### src/rtl/alu_rf_sequencer_pkg.sv
// Shared encodings for the ALU/register-file sequencer: opcodes, instruction
// field offsets and FSM state codes.
package alu_rf_sequencer_pkg;

    localparam int INSTR_W = 9;
    localparam int OP_LSB  = 6;
    localparam int RD_LSB  = 4;
    localparam int RS1_LSB = 2;
    localparam int RS2_LSB = 0;
    localparam int IMM_W   = 4;

    typedef enum logic [2:0] {
        OP_AND   = 3'd0,
        OP_NAND  = 3'd1,
        OP_OR    = 3'd2,
        OP_NOR   = 3'd3,
        OP_ADD   = 3'd4,
        OP_SUB   = 3'd5,
        OP_SLT   = 3'd6,
        OP_LOADI = 3'd7
    } op_e;

    typedef enum logic [2:0] {
        S_IDLE = 3'd0,
        S_RDA  = 3'd1,
        S_RDB  = 3'd2,
        S_EXEC = 3'd3,
        S_WB   = 3'd4
    } state_e;

endpackage

### src/rtl/alu_rf_sequencer_if.sv
// Instruction handshake plus the register-file and ALU request/response wires.
// master = the sequencer, slave = instruction source and RF/ALU side.
interface alu_rf_sequencer_if
    import alu_rf_sequencer_pkg::*;
#(
    parameter int WIDTH = 4,
    parameter int RAW   = 2,
    parameter int OPW   = 3,
    parameter int CNTW  = 8
);
    logic               instr_valid;
    logic [INSTR_W-1:0] instr;
    logic               instr_ready;
    logic [RAW-1:0]     rf_rd_addr;
    logic [WIDTH-1:0]   rf_rd_data;
    logic               rf_we;
    logic [RAW-1:0]     rf_we_addr;
    logic [WIDTH-1:0]   rf_we_data;
    logic [OPW-1:0]     alu_control;
    logic [WIDTH-1:0]   alu_a;
    logic [WIDTH-1:0]   alu_b;
    logic [WIDTH-1:0]   alu_res;
    logic               done;
    logic [CNTW-1:0]    retired;

    modport master (
        input  instr_valid, instr, rf_rd_data, alu_res,
        output instr_ready, rf_rd_addr, rf_we, rf_we_addr, rf_we_data,
               alu_control, alu_a, alu_b, done, retired
    );

    modport slave (
        output instr_valid, instr, rf_rd_data, alu_res,
        input  instr_ready, rf_rd_addr, rf_we, rf_we_addr, rf_we_data,
               alu_control, alu_a, alu_b, done, retired
    );

endinterface

### src/rtl/alu_rf_sequencer.sv
// Multi-cycle initiator: fetches two operands through the single RF read port,
// runs the external ALU, and writes the result back. One instruction at a time.
module alu_rf_sequencer
    import alu_rf_sequencer_pkg::*;
#(
    parameter int WIDTH = 4,
    parameter int RAW   = 2,
    parameter int OPW   = 3,
    parameter int CNTW  = 8
) (
    input logic                clk,
    input logic                reset,
    alu_rf_sequencer_if.master bus
);

    state_e             state;
    logic [INSTR_W-1:0] instr_q;
    logic [WIDTH-1:0]   op_a;
    logic [WIDTH-1:0]   op_b;
    logic [WIDTH-1:0]   res_q;
    logic [CNTW-1:0]    retired_q;

    logic [OPW-1:0]     op_f;
    logic [RAW-1:0]     rd_f;
    logic [RAW-1:0]     rs1_f;
    logic [RAW-1:0]     rs2_f;
    logic               new_is_loadi;

    assign op_f  = instr_q[OP_LSB +: OPW];
    assign rd_f  = instr_q[RD_LSB +: RAW];
    assign rs1_f = instr_q[RS1_LSB +: RAW];
    assign rs2_f = instr_q[RS2_LSB +: RAW];
    assign new_is_loadi = (bus.instr[OP_LSB +: OPW] == OPW'(OP_LOADI));

    always_ff @(posedge clk or posedge reset) begin
        if (reset) begin
            state     <= S_IDLE;
            instr_q   <= '0;
            op_a      <= '0;
            op_b      <= '0;
            res_q     <= '0;
            retired_q <= '0;
        end else begin
            case (state)
                S_IDLE: begin
                    if (bus.instr_valid) begin
                        instr_q <= bus.instr;
                        // LOADI bypasses the ALU: the immediate is the result.
                        if (new_is_loadi) begin
                            res_q <= WIDTH'(bus.instr[IMM_W-1:0]);
                            state <= S_WB;
                        end else begin
                            state <= S_RDA;
                        end
                    end
                end
                S_RDA: begin
                    op_a  <= bus.rf_rd_data;
                    state <= S_RDB;
                end
                S_RDB: begin
                    op_b  <= bus.rf_rd_data;
                    state <= S_EXEC;
                end
                S_EXEC: begin
                    res_q <= bus.alu_res;
                    state <= S_WB;
                end
                S_WB: begin
                    retired_q <= retired_q + CNTW'(1);
                    state     <= S_IDLE;
                end
                default: state <= S_IDLE;
            endcase
        end
    end

    logic [RAW-1:0]   rd_addr_c;
    logic             we_c;
    logic [RAW-1:0]   we_addr_c;
    logic [WIDTH-1:0] we_data_c;
    logic [OPW-1:0]   alu_ctl_c;
    logic [WIDTH-1:0] alu_a_c;
    logic [WIDTH-1:0] alu_b_c;

    // Request-side outputs depend on state and datapath registers only; idle value is zero.
    always_comb begin
        rd_addr_c = '0;
        we_c      = 1'b0;
        we_addr_c = '0;
        we_data_c = '0;
        alu_ctl_c = '0;
        alu_a_c   = '0;
        alu_b_c   = '0;
        case (state)
            S_RDA:  rd_addr_c = rs1_f;
            S_RDB:  rd_addr_c = rs2_f;
            S_EXEC: begin
                alu_ctl_c = op_f;
                alu_a_c   = op_a;
                alu_b_c   = op_b;
            end
            S_WB: begin
                we_c      = 1'b1;
                we_addr_c = rd_f;
                we_data_c = res_q;
            end
            default: ;
        endcase
    end

    assign bus.instr_ready = (state == S_IDLE) && !reset;
    assign bus.rf_rd_addr  = rd_addr_c;
    assign bus.rf_we       = we_c;
    assign bus.rf_we_addr  = we_addr_c;
    assign bus.rf_we_data  = we_data_c;
    assign bus.alu_control = alu_ctl_c;
    assign bus.alu_a       = alu_a_c;
    assign bus.alu_b       = alu_b_c;
    assign bus.done        = we_c;
    assign bus.retired     = retired_q;

endmodule
### src/flat_wrapper.sv
// flat-port wrapper written by rule: the top's interface ports become plain ports
module alu_rf_sequencer_flat import alu_rf_sequencer_pkg::*;
#(
    parameter int WIDTH = 4,
    parameter int RAW   = 2,
    parameter int OPW   = 3,
    parameter int CNTW  = 8
)
  (clk, reset, bus_instr_valid, bus_instr, bus_rf_rd_data, bus_alu_res, bus_instr_ready, bus_rf_rd_addr, bus_rf_we, bus_rf_we_addr, bus_rf_we_data, bus_alu_control, bus_alu_a, bus_alu_b, bus_done, bus_retired);
  alu_rf_sequencer_if #(.WIDTH(WIDTH), .RAW(RAW), .OPW(OPW), .CNTW(CNTW)) bus_i ();
  input logic clk;
  input logic reset;
  input wire logic [$bits(bus_i.instr_valid)-1:0] bus_instr_valid;
  input wire logic [$bits(bus_i.instr)-1:0] bus_instr;
  input wire logic [$bits(bus_i.rf_rd_data)-1:0] bus_rf_rd_data;
  input wire logic [$bits(bus_i.alu_res)-1:0] bus_alu_res;
  output wire logic [$bits(bus_i.instr_ready)-1:0] bus_instr_ready;
  output wire logic [$bits(bus_i.rf_rd_addr)-1:0] bus_rf_rd_addr;
  output wire logic [$bits(bus_i.rf_we)-1:0] bus_rf_we;
  output wire logic [$bits(bus_i.rf_we_addr)-1:0] bus_rf_we_addr;
  output wire logic [$bits(bus_i.rf_we_data)-1:0] bus_rf_we_data;
  output wire logic [$bits(bus_i.alu_control)-1:0] bus_alu_control;
  output wire logic [$bits(bus_i.alu_a)-1:0] bus_alu_a;
  output wire logic [$bits(bus_i.alu_b)-1:0] bus_alu_b;
  output wire logic [$bits(bus_i.done)-1:0] bus_done;
  output wire logic [$bits(bus_i.retired)-1:0] bus_retired;
  assign bus_i.instr_valid = bus_instr_valid;
  assign bus_i.instr = bus_instr;
  assign bus_i.rf_rd_data = bus_rf_rd_data;
  assign bus_i.alu_res = bus_alu_res;
  assign bus_instr_ready = bus_i.instr_ready;
  assign bus_rf_rd_addr = bus_i.rf_rd_addr;
  assign bus_rf_we = bus_i.rf_we;
  assign bus_rf_we_addr = bus_i.rf_we_addr;
  assign bus_rf_we_data = bus_i.rf_we_data;
  assign bus_alu_control = bus_i.alu_control;
  assign bus_alu_a = bus_i.alu_a;
  assign bus_alu_b = bus_i.alu_b;
  assign bus_done = bus_i.done;
  assign bus_retired = bus_i.retired;
  alu_rf_sequencer #(.WIDTH(WIDTH), .RAW(RAW), .OPW(OPW), .CNTW(CNTW)) u_core (.clk(clk), .reset(reset), .bus(bus_i));
endmodule
### config.mk
export PLATFORM = sky130hd
export DESIGN_NAME = alu_rf_sequencer_flat
export DESIGN_NICKNAME = d
export VERILOG_FILES = /design/src/rtl/alu_rf_sequencer_pkg.sv /design/src/rtl/alu_rf_sequencer_if.sv /design/src/rtl/alu_rf_sequencer.sv /design/src/flat_wrapper.sv
export SDC_FILE = /design/constraint.sdc
export NUM_CORES = 1
export LEC_CHECK = 0
export CORE_MARGIN = 2
export CORE_UTILIZATION = 41
export DETAILED_ROUTE_END_ITERATION = 8
export HOLD_SLACK_MARGIN = 0.08
export PLACE_DENSITY_LB_ADDON = 0.3
export SLEW_MARGIN = 20
export SYNTH_ARGS = -nofsm -noshare
export SYNTH_HDL_FRONTEND = slang
export SYNTH_SLANG_ARGS = --single-unit
export TNS_END_PERCENT = 20
### constraint.sdc
create_clock -name clk -period 1.66 [get_ports clk]
set_clock_uncertainty 0.1 [all_clocks]
set_input_delay 0.332 -clock clk [delete_from_list [all_inputs] [get_ports clk]]
set_output_delay 0.332 -clock clk [all_outputs]
set_load 0.005 [all_outputs]
==> flow_summary.json <==
{
  "outcome": "finished with violations",
  "violations": "negative setup slack",
  "grt_use_total_pct": 18.21,
  "grt_pass1_vias": 1248,
  "path_clk_slew_ps": 60,
  "first_pass_iters": 3,
  "fin_crit_sh_pct": 115.7,
  "critPathCaptureType": "output pin",
  "port_buffers": 49,
  "clock_latency_ps": 280,
  "gp_congestion": 0.8171,
  "cts_max_level": 2,
  "path_class": "flip-flop to output pin",
  "core_sq_um": 3633,
  "max_slew_margin_pct": 80.77,
  "cts_tree": "built",
  "ys_ff_latch": 32,
  "root_buffer": "clkbuf_8",
  "numCtsBuffers": 5,
  "nets": 211,
  "worstSetupStartpoint": "u_core.state[1]",
  "utilization_pct": 65.74,
  "worstMarginPinSlew_ps": 287.6,
  "grt_max_degree": 33,
  "viasPerCell": 4.870,
  "antenna_found_initial": 0,
  "maxCapViolCount": 0,
  "rsz0062_at_grt": "yes",
  "power_density_nw_per_um2": 1689,
  "dpl.hpwl_mm": 2.434,
  "drc": 0,
  "finalWorstSetupSlack_ps": -260.9,
  "period_minus_slack_ps": 1921,
  "yosysUniqueCellTypes": 34,
  "die_height_um": 65.29,
  "synthesis.nets": 139,
  "vias": 1159,
  "final_common_cell": "dfrtp_1",
  "syn_inst": 118,
  "ios": 50,
  "hp-class": "primary input to asynchronous set/reset pin",
  "syn-cell-area_sq_um": 1540,
  "die_area_sq_um": 4263,
  "arrival_ps": 1490,
  "final_hold_viol_count": 0,
  "wl_mm": 3.489,
  "vdd.ir_drop.worst_uv": 900.9,
  "wl_met2_mm": 1.807,
  "grt_first_pass_wirelength_mm": 5.789,
  "routed-wl-met3_um": 152,
  "required_ps": 1230,
  "cts_sinks": 32,
  "p_leak_nw": 1.127,
  "diodes": 0,
  "yosysSeqAreaShare_pct": 51.99,
  "layout_common_cells": "29 x dfrtp_1, 24 x buf_6, 22 x clkdlybuf4s50_1",
  "start_kind": "flip-flop",
  "maxSlewViolCount": 0,
  "met1_length_mm": 1.476,
  "cp_max_fo": 6,
  "fmax_mhz": 520.6,
  "grt-ovfl-total": 0,
  "setup_viol": 39,
  "cts_hold_buf": 0,
  "ys_warn_count": 0,
  "die_w_um": 65.29,
  "start_util_pct": 42.39,
  "cts_buffer_depth": 2,
  "r2r-start": "u_core.state[0]",
  "power_mw": 4.033,
  "synthToLayoutAreaGrowth_pct": 55.08,
  "layout-drive-gt1-share_pct": 48.95,
  "drt-wirelength-per-cell_um": 14.66,
  "rr_worst_depth": 4,
  "antenna_left": 0,
  "first_iter_violations": 19,
  "rows": 22,
  "syn_area_per_cell_sq_um": 13.05,
  "top_layer_used": "met4"
}
==> metrics by stage <==
step / hold slack [ps] / setup slack (ps) / TNS, ps / instances / instance area [sq um]
after floorplan: 348.2 / -125.4 / -1770 / 118 / 1540
after global placement: 362.0 / -369.0 / -8525 / 222 / 2142
after detailed placement: 365.9 / -396.4 / -8958 / 222 / 2142
after CTS: 343.7 / -257.7 / -6734 / 240 / 2349
after global routing: 357.6 / -320.4 / -7782 / 238 / 2389
final: 342.9 / -260.9 / -5786 / 238 / 2389
==> power breakdown <==
part	internal [mW]	switching, mW	total, mW
Clock	0.284	0.270	0.554
Combinational	1.34	0.724	2.06
Sequential	1.14	0.276	1.42
Total	2.76	1.27	4.03
==> final timing paths <==
path,endpoint,slack (ps)
worst max-delay path,bus_rf_rd_addr[1],-260
worst min-delay path,u_core.instr_q[7],340
worst max register to register,u_core.res_q[0],-230
worst min register to register,u_core.bus.retired[7],370
max in group asynchronous,u_core.state[0],940
min in group clk,u_core.bus.retired[7],370
==> cells by family after synthesis <==
kind of cell | share of synthesized area (%)
AO/OA/AOI/OAI | 7.637
AND/OR/NAND/NOR | 15.68
multiplexers | 14.87
adder cells (fa/ha/maj) | 0.8122
buffers and inverters | 5.036
XOR/XNOR | 3.981
flip-flops | 51.99
==> worst max-delay path, cell delays in order (launching register included) <==
cell     delay (ps)
dfrtp_2         470
buf_6           140
nor3b_4         210
buf_4           150
a22o_1          140
buf_2           110
==> synthesized netlist by cell type (all sizes together) <==
library cell,instances,share of area (%)
dfrtp,32,52
mux2,18,15
and2,17,6.9
buf,7,4.5
xnor2,6,3.4
nand4,5,2.0
o22ai,4,1.6
a2bb2oi,3,1.7
a21oi,2,0.65
a22o,2,1.1
and3,2,0.81
nand2,2,0.49
nor3b,2,1.3
a22oi,1,1.4
and3b,1,0.57
clkbuf,1,0.24
ha,1,0.81
inv,1,0.24
nand2b,1,0.41
nand3,1,0.32
nand3b,1,0.49
nor2,1,0.24
nor3,1,0.32
nor4,1,0.41
o211ai,1,0.49
o2bb2a,1,0.65
or2b,1,0.49
or4b,1,0.89
xor2,1,0.57
==> timing repair <==
item,in CTS,in global routing
setup buffers,11,0
endpoints found under the setup margin,40,43
hold endpoints to repair,0,0
pin swaps,22,4
resized for setup,126,15
==> sequential cells by signal (all words and copies together), names as in the netlist <==
register and flops:
u_core.op_b 4, u_core.res_q 4, u_core.instr_q 9, u_core.op_a 4, u_core.bus.retired 8, u_core.state 3
==> per-layer routing <==
layer,global-route usage [%],vias to the layer above
met2,30.61,25
met4,6.510,0
li1,-,563
met3,5.479,6
met1,22.11,565
met5,0,-
==> layout make-up <==
type / count / area [sq um]
Clock inverter: 1 / 5.005
Fill cell: 293 / 1245
Timing Repair Buffer: 73 / 705.7
Sequential cell: 32 / 804.5
Multi-Input combinational cell: 77 / 737.0
Inverter: 1 / 3.754
Clock buffer: 6 / 72.57
Tap cell: 48 / 60.06
Power figures use the tool's default switching activity.
